## config.mk

```make
export PLATFORM = sky130hd
export DESIGN_NAME = lu_op_identifier
export DESIGN_NICKNAME = d
export VERILOG_FILES = /design/src/rtl/lu_pkg.sv /design/src/rtl/lu_table_decode.sv /design/src/rtl/lu_op_identifier.sv
export SDC_FILE = /design/constraint.sdc
export NUM_CORES = 1
export LEC_CHECK = 0
export CAP_MARGIN = 20
export CORE_ASPECT_RATIO = 1.2
export CORE_UTILIZATION = 49
export CTS_BUF_LIST = sky130_fd_sc_hd__clkbuf_2 sky130_fd_sc_hd__clkbuf_4 sky130_fd_sc_hd__clkbuf_8
export DETAILED_ROUTE_END_ITERATION = 8
export PLACE_DENSITY = 0.77
export SLEW_MARGIN = 0
export SYNTH_ARGS = -nofsm -noshare
export SYNTH_HDL_FRONTEND = slang
export SYNTH_HIERARCHICAL = 1
export SYNTH_SLANG_ARGS = --single-unit
```

## constraint.sdc

```tcl
create_clock -name clk -period 1.8 [get_ports clk]
set_input_delay 0.18 -clock clk [delete_from_list [all_inputs] [get_ports clk]]
set_output_delay 0.18 -clock clk [all_outputs]
set_load 0.1 [all_outputs]
```

## src/rtl/lu_pkg.sv

```systemverilog
// ============================================================================
//  Module      : lu_pkg
//  Description : Shared constants for the logic-unit operation identifier:
//                3-bit select codes of the 8-operation logic unit, the 4-bit
//                truth table each operation produces (bit k is the result for
//                {a,b} = k), and the identifier FSM state encoding.
//  Revision    : 1.0  initial release
// ============================================================================
`default_nettype none

package lu_pkg;

    // Logic unit select codes
    localparam logic [2:0] LU_NOT_A = 3'b000;
    localparam logic [2:0] LU_NOT_B = 3'b001;
    localparam logic [2:0] LU_AND   = 3'b010;
    localparam logic [2:0] LU_NAND  = 3'b011;
    localparam logic [2:0] LU_OR    = 3'b100;
    localparam logic [2:0] LU_NOR   = 3'b101;
    localparam logic [2:0] LU_XOR   = 3'b110;
    localparam logic [2:0] LU_XNOR  = 3'b111;

    // Truth tables, bit k = result for {a,b} = k
    localparam logic [3:0] LU_TT_NOT_A = 4'b0011;
    localparam logic [3:0] LU_TT_NOT_B = 4'b0101;
    localparam logic [3:0] LU_TT_AND   = 4'b1000;
    localparam logic [3:0] LU_TT_NAND  = 4'b0111;
    localparam logic [3:0] LU_TT_OR    = 4'b1110;
    localparam logic [3:0] LU_TT_NOR   = 4'b0001;
    localparam logic [3:0] LU_TT_XOR   = 4'b0110;
    localparam logic [3:0] LU_TT_XNOR  = 4'b1001;

    // Identifier FSM encoding
    localparam logic [1:0] LU_ST_IDLE     = 2'd0;
    localparam logic [1:0] LU_ST_DRIVE    = 2'd1;
    localparam logic [1:0] LU_ST_CLASSIFY = 2'd2;
    localparam logic [1:0] LU_ST_DONE     = 2'd3;

    typedef enum logic [1:0] {
        ST_IDLE     = LU_ST_IDLE,
        ST_DRIVE    = LU_ST_DRIVE,
        ST_CLASSIFY = LU_ST_CLASSIFY,
        ST_DONE     = LU_ST_DONE
    } lu_state_e;

endpackage : lu_pkg

`default_nettype wire

```

## src/rtl/lu_table_decode.sv

```systemverilog
// ============================================================================
//  Module      : lu_table_decode
//  Description : Combinational decoder from a captured 4-bit truth table to
//                the logic unit select code. Tables that match none of the
//                eight operations give match_o = 0 and op_code_o = 000.
//  Ports       : truth_i   [3:0] in  captured table, bit k = result at {a,b}=k
//                op_code_o [2:0] out decoded select code
//                match_o         out table is one of the eight operations
//  Revision    : 1.0  initial release
// ============================================================================
`default_nettype none

module lu_table_decode
    import lu_pkg::*;
(
    input  logic [3:0] truth_i,
    output logic [2:0] op_code_o,
    output logic       match_o
);

    always_comb begin
        op_code_o = LU_NOT_A;
        match_o   = 1'b1;
        case (truth_i)
            LU_TT_NOT_A: op_code_o = LU_NOT_A;
            LU_TT_NOT_B: op_code_o = LU_NOT_B;
            LU_TT_AND:   op_code_o = LU_AND;
            LU_TT_NAND:  op_code_o = LU_NAND;
            LU_TT_OR:    op_code_o = LU_OR;
            LU_TT_NOR:   op_code_o = LU_NOR;
            LU_TT_XOR:   op_code_o = LU_XOR;
            LU_TT_XNOR:  op_code_o = LU_XNOR;
            default: begin
                op_code_o = 3'b000;
                match_o   = 1'b0;
            end
        endcase
    end

endmodule : lu_table_decode

`default_nettype wire

```

## src/rtl/lu_op_identifier.sv

```systemverilog
// ============================================================================
//  Module      : lu_op_identifier
//  Description : Sequential identifier for the 8-operation, 2-input logic
//                unit. Sweeps the unit's a/b operands through {a,b} = 0..3,
//                samples the unit's result at each point, then decodes the
//                captured truth table back into the 3-bit select code.
//  Parameters  : SETTLE_CYCLES  extra hold cycles per point (0..15)
//  Build macro : LU_ID_DOUBLE_SAMPLE_EN  sample each point on its last two
//                edges and flag disagreement on `unstable`; when undefined a
//                single sample is taken and `unstable` is tied to 0.
//  Ports       : clk            in   rising-edge clock
//                reset          in   asynchronous active-high reset
//                start          in   one-cycle sweep request
//                rsp_result     in   logic unit result
//                drv_a, drv_b   out  operands driven to the logic unit
//                busy           out  sweep in progress
//                done           out  one-cycle completion pulse
//                truth    [3:0] out  captured table
//                op_code  [2:0] out  decoded select code
//                match          out  table is a legal operation
//                unstable       out  sample disagreement seen
//  Revision    : 1.0  initial release
// ============================================================================
`default_nettype none

module lu_op_identifier
    import lu_pkg::*;
#(
    parameter int unsigned SETTLE_CYCLES = 1
)
(
    input  logic       clk,
    input  logic       reset,
    input  logic       start,
    input  logic       rsp_result,
    output logic       drv_a,
    output logic       drv_b,
    output logic       busy,
    output logic       done,
    output logic [3:0] truth,
    output logic [2:0] op_code,
    output logic       match,
    output logic       unstable
);

`ifdef LU_ID_DOUBLE_SAMPLE_EN
    // One extra hold cycle per point provides the earlier sample edge.
    localparam logic [4:0] HOLD_LAST  = 5'(SETTLE_CYCLES + 1);
    localparam logic [4:0] FIRST_SAMP = 5'(SETTLE_CYCLES);
`else
    localparam logic [4:0] HOLD_LAST  = 5'(SETTLE_CYCLES);
`endif

    lu_state_e  state_q, state_d;
    logic [1:0] k_q, k_d;
    logic [4:0] cnt_q, cnt_d;
    logic [3:0] truth_q, truth_d;
    logic [2:0] op_q, op_d;
    logic       match_q, match_d;
`ifdef LU_ID_DOUBLE_SAMPLE_EN
    logic       unstable_q, unstable_d;
    logic       first_q, first_d;
`endif

    logic [2:0] dec_op;
    logic       dec_match;
    logic       classify_block;

    lu_table_decode u_decode (
        .truth_i   (truth_q),
        .op_code_o (dec_op),
        .match_o   (dec_match)
    );

`ifdef LU_ID_DOUBLE_SAMPLE_EN
    assign classify_block = unstable_q;
`else
    assign classify_block = 1'b0;
`endif

    always_comb begin
        state_d    = state_q;
        k_d        = k_q;
        cnt_d      = cnt_q;
        truth_d    = truth_q;
        op_d       = op_q;
        match_d    = match_q;
`ifdef LU_ID_DOUBLE_SAMPLE_EN
        unstable_d = unstable_q;
        first_d    = first_q;
`endif
        case (state_q)
            ST_IDLE, ST_DONE: begin
                // DONE accepts a new request exactly like IDLE so sweeps can
                // run back to back without an idle gap.
                if (start) begin
                    state_d    = ST_DRIVE;
                    k_d        = 2'd0;
                    cnt_d      = 5'd0;
                    truth_d    = 4'b0000;
                    op_d       = 3'b000;
                    match_d    = 1'b0;
`ifdef LU_ID_DOUBLE_SAMPLE_EN
                    unstable_d = 1'b0;
`endif
                end else begin
                    state_d = ST_IDLE;
                    k_d     = 2'd0;
                    cnt_d   = 5'd0;
                end
            end

            ST_DRIVE: begin
`ifdef LU_ID_DOUBLE_SAMPLE_EN
                if (cnt_q == FIRST_SAMP) begin
                    first_d = rsp_result;
                end
`endif
                if (cnt_q == HOLD_LAST) begin
                    truth_d[k_q] = rsp_result;
`ifdef LU_ID_DOUBLE_SAMPLE_EN
                    if (first_q != rsp_result) begin
                        unstable_d = 1'b1;
                    end
`endif
                    cnt_d = 5'd0;
                    // k stays at 3 so the operands hold 1/1 until IDLE.
                    if (k_q == 2'd3) begin
                        state_d = ST_CLASSIFY;
                    end else begin
                        k_d = k_q + 2'd1;
                    end
                end else begin
                    cnt_d = cnt_q + 5'd1;
                end
            end

            ST_CLASSIFY: begin
                op_d    = classify_block ? 3'b000 : dec_op;
                match_d = dec_match & ~classify_block;
                state_d = ST_DONE;
            end

            default: begin
                state_d = ST_IDLE;
            end
        endcase
    end

    always_ff @(posedge clk or posedge reset) begin
        if (reset) begin
            state_q    <= ST_IDLE;
            k_q        <= 2'd0;
            cnt_q      <= 5'd0;
            truth_q    <= 4'b0000;
            op_q       <= 3'b000;
            match_q    <= 1'b0;
`ifdef LU_ID_DOUBLE_SAMPLE_EN
            unstable_q <= 1'b0;
            first_q    <= 1'b0;
`endif
        end else begin
            state_q    <= state_d;
            k_q        <= k_d;
            cnt_q      <= cnt_d;
            truth_q    <= truth_d;
            op_q       <= op_d;
            match_q    <= match_d;
`ifdef LU_ID_DOUBLE_SAMPLE_EN
            unstable_q <= unstable_d;
            first_q    <= first_d;
`endif
        end
    end

    // Operands come straight from the point index register, which is 0 in
    // IDLE and parked at 3 through CLASSIFY and DONE.
    assign drv_a   = k_q[1];
    assign drv_b   = k_q[0];
    assign busy    = (state_q == ST_DRIVE) || (state_q == ST_CLASSIFY);
    assign done    = (state_q == ST_DONE);
    assign truth   = truth_q;
    assign op_code = op_q;
    assign match   = match_q;
`ifdef LU_ID_DOUBLE_SAMPLE_EN
    assign unstable = unstable_q;
`else
    assign unstable = 1'b0;
`endif

endmodule : lu_op_identifier

`default_nettype wire

```

==> results by group <==
Worst setup path
  • Critical path launch point type: flop
  • Worst Setup SP: state_q[0]
  • Crit Path Max Fanout: 6
  • R2r setup slk: approximately 0.1 ns
  • Critical Path Sink Type: output pin
  • CP endpoint: busy
  • Slowest stage delay, CP: 0.42 ns
  • CP arrival: between 1.5 and 2 ns
  • Crit-path cells: inv_1, ha_4, buf_4, inv_1, buf_12
  • CP most frequent cell: inv_1
  • Worst EP required: 1.62 ns
  • Max stage delay cell, worst path: dfrtp_1
  • Reg2reg start: state_q[1]
  • Critical path class: flop to output pin
  • Worst Reg2Reg Path Length in Cells: 5
  • Worst R2R End: state_q[0]

Synthesis
  • Post-synth EDFFs: 0
  • XOR/XNOR share of the synthesized area: 0%
  • Mux share of post-synthesis cell area: ~6.0%
  • Post-Synth Adder-Cell Area: 11.5%
  • Cell variety after synth: 34
  • Combinational family with the most area after synthesis: simple AND/OR/NAND/NOR gates
  • Synthesized instance count: 112
  • Synth Flop Type: dfrtp_1
  • Mapped Area: 1090 µm²
  • Synth Register Bits: 17
  • Synth Area in Compound Gates: between 10% and 20%
  • Async SR Flop Fraction: 100%
  • Simple-gate portion of the synthesized area: approximately a fifth
  • Sequential area share after synthesis: 39.1%
  • Syn Area/Cell: 9.72 µm²
  • Yosys warnings: 6
  • Syn nets: about 130

Clock network
  • Hold Buf Count CTS: 0
  • CTS sink count: 17
  • Register clock-pin slew on the reported worst setup and hold paths: 0.10 ns
  • Clock buffer count from CTS: 3
  • Root Driver: clkbuf_4
  • CTS tree: built
  • Clock latency on the worst-skew pair: between 0.2 and 0.3 ns
  • H-tree depth: 1
  • Clock Tree Buf Depth: 2

Placement
  • GPL Wtd Cong: 0.754
  • Post-DP HPWL: 1.72 mm
  • IO buf count: 15

Layout
  • Post-layout net count: 147
  • Share of layout cells above drive strength 1: 22.7%
  • N_diodes: 0
  • Area grow syn2layout: 23.1%
  • Most frequent cells in the layout: dfrtp_1, buf_4, nand2_1, inv_1, o21ai_0

STA
  • Worst slew margin: 55.9%
  • RSZ-0062 raised after global routing: no
  • Worst Tran Pin Value: about 0.66 ns
  • Clk_skew: 0.00408 ns
  • Final Hold Vio Count: 0
  • Final setup viols: 0
  • Setup_tns: 0 ns
  • Fin crit share: between 90 and 100%
  • Tmin final: 1.71 ns
  • Fmax: 585 MHz
  • Final number of max-transition violations: 0

Routing
  • Routed vias: 893
  • Detailed Route Iter0 Violations: 24
  • Residual DRC: 0
  • DR WL/cell: 13.8 µm
  • DRT Pass-1 Iters: 4
  • Number of vias per cell: 5.51
  • Post-route ant nets: 0
  • Routed WL: roughly 2.2 mm

Global route
  • Vias in the first global route: between 800 and 900
  • Total global routing overflow: 0
  • Initial antenna violation count: 0
  • Largest net degree at the start of global routing: 18
  • First-pass GRT wire length: 3.63 mm
  • Tot GR Track Use: 20.6%

Floorplanning
  • Num ports: 17
  • Initial core utilization: between 50% and 60%
  • Die width: 45.0 µm
  • Die area: 2410 µm²
  • Num rows: 18
  • Die Ht: between 50 and 60 µm
  • Core region area: 2070 µm²

Flow run
  • Max cap viols: 0

Power
  • Pwr dens: roughly 1900 nW/µm²
  • Leak: 0.622 nW
  • Final Power: roughly 2.5 mW
  • VDD IR max: 1.71 mV

Status
  • Status: completed

Hold path
  • Hold Path Class: input pin to async pin
==> cells in the mapped netlist, types with 2 or more instances <==
cell type | n | area share (%)
dfrtp_1 | 17 | 39
nand2_1 | 14 | 4.8
ha_1 | 10 | 11
inv_1 | 10 | 3.4
o21ai_0 | 9 | 4.1
mux2i_1 | 5 | 4.6
a21oi_1 | 4 | 1.8
nand2b_1 | 4 | 2.3
and2_1 | 3 | 1.7
nand3_1 | 3 | 1.4
a221o_1 | 2 | 1.8
and4_1 | 2 | 1.6
buf_2 | 2 | 0.92
buf_4 | 2 | 1.4
nand4_1 | 2 | 1.1
nor2b_1 | 2 | 1.1
o211ai_1 | 2 | 1.4
o22ai_1 | 2 | 1.1
or3b_1 | 2 | 1.6
==> report_power, final <==
group	switching [mW]	leakage (nW)	internal (mW)
registers	0.109	0.229	0.466
clock network	0.123	0.0184	0.101
logic	1.08	0.375	0.628
==> critical path, delay by kind of cell, from the launching register on <==
kind / cells / cell delay [ns]
buffers and inverters: 4 / 0.59
DFF: 1 / 0.42
adders and majority gates: 1 / 0.23
==> layer usage <==
metal	share of wire, %	vias to the layer above	track usage (%)
li1	-	434	-
met1	41	429	21.2
met2	54	26	40.1
met3	3.6	4	3.36
met4	1.5	0	8.59
met5	0	-	0
==> sequential cells by signal (all words and copies together) (netlist names) <==
register  count
state_q       2
op_code       3
truth         4
cnt_q         5
match         1
k_q           2
==> cell type report <==
| cell class | instances | area (µm²) |
|---|---|---|
| inverter | 10 | 37.5 |
| timing repair buffer | 21 | 203 |
| multi-input combinational | 80 | 604 |
| sequential | 17 | 428 |
| fill | 176 | 732 |
| tap | 30 | 37.5 |
| clock buffer | 4 | 30.0 |
==> metrics by stage <==
step	worst slack [ns]	instances	hold slack [ns]	instance area, µm²	util (%)
3_3_place_gp	0.125	158	0.464	1290	62.5
2_1_floorplan	0.0632	112	0.106	1090	-
6_report	0.0912	162	0.266	1340	64.7
4_1_cts	0.0236	162	0.290	1330	63.9
3_5_place_dp	0.0581	158	0.480	1290	62.5
5_1_grt	0.00801	162	0.334	1340	64.7
==> worst min-delay path by stage <==
stage	end	depth (start not counted)
CTS	cnt_q[1]	2
floorplan	cnt_q[0]	1
global placement	op_code[2]	2
global route	cnt_q[0]	2
detailed placement	op_code[0]	2
finish	cnt_q[0]	2
==> repair_timing <==
item | CTS | global route
setup buffers | 0 | 0
gates resized for setup | 0 | 2
endpoints found under the setup margin | 0 | 2
==> kinds of logic after synthesis <==
logic type | count (synthesis)
AO/OA/AOI/OAI | 26
other | 1
multiplexers | 6
flip-flops | 17
AND/OR/NAND/NOR | 37
adder cells (fa/ha/maj) | 10
buffers and inverters | 15
(Power assumes the default switching activity.)
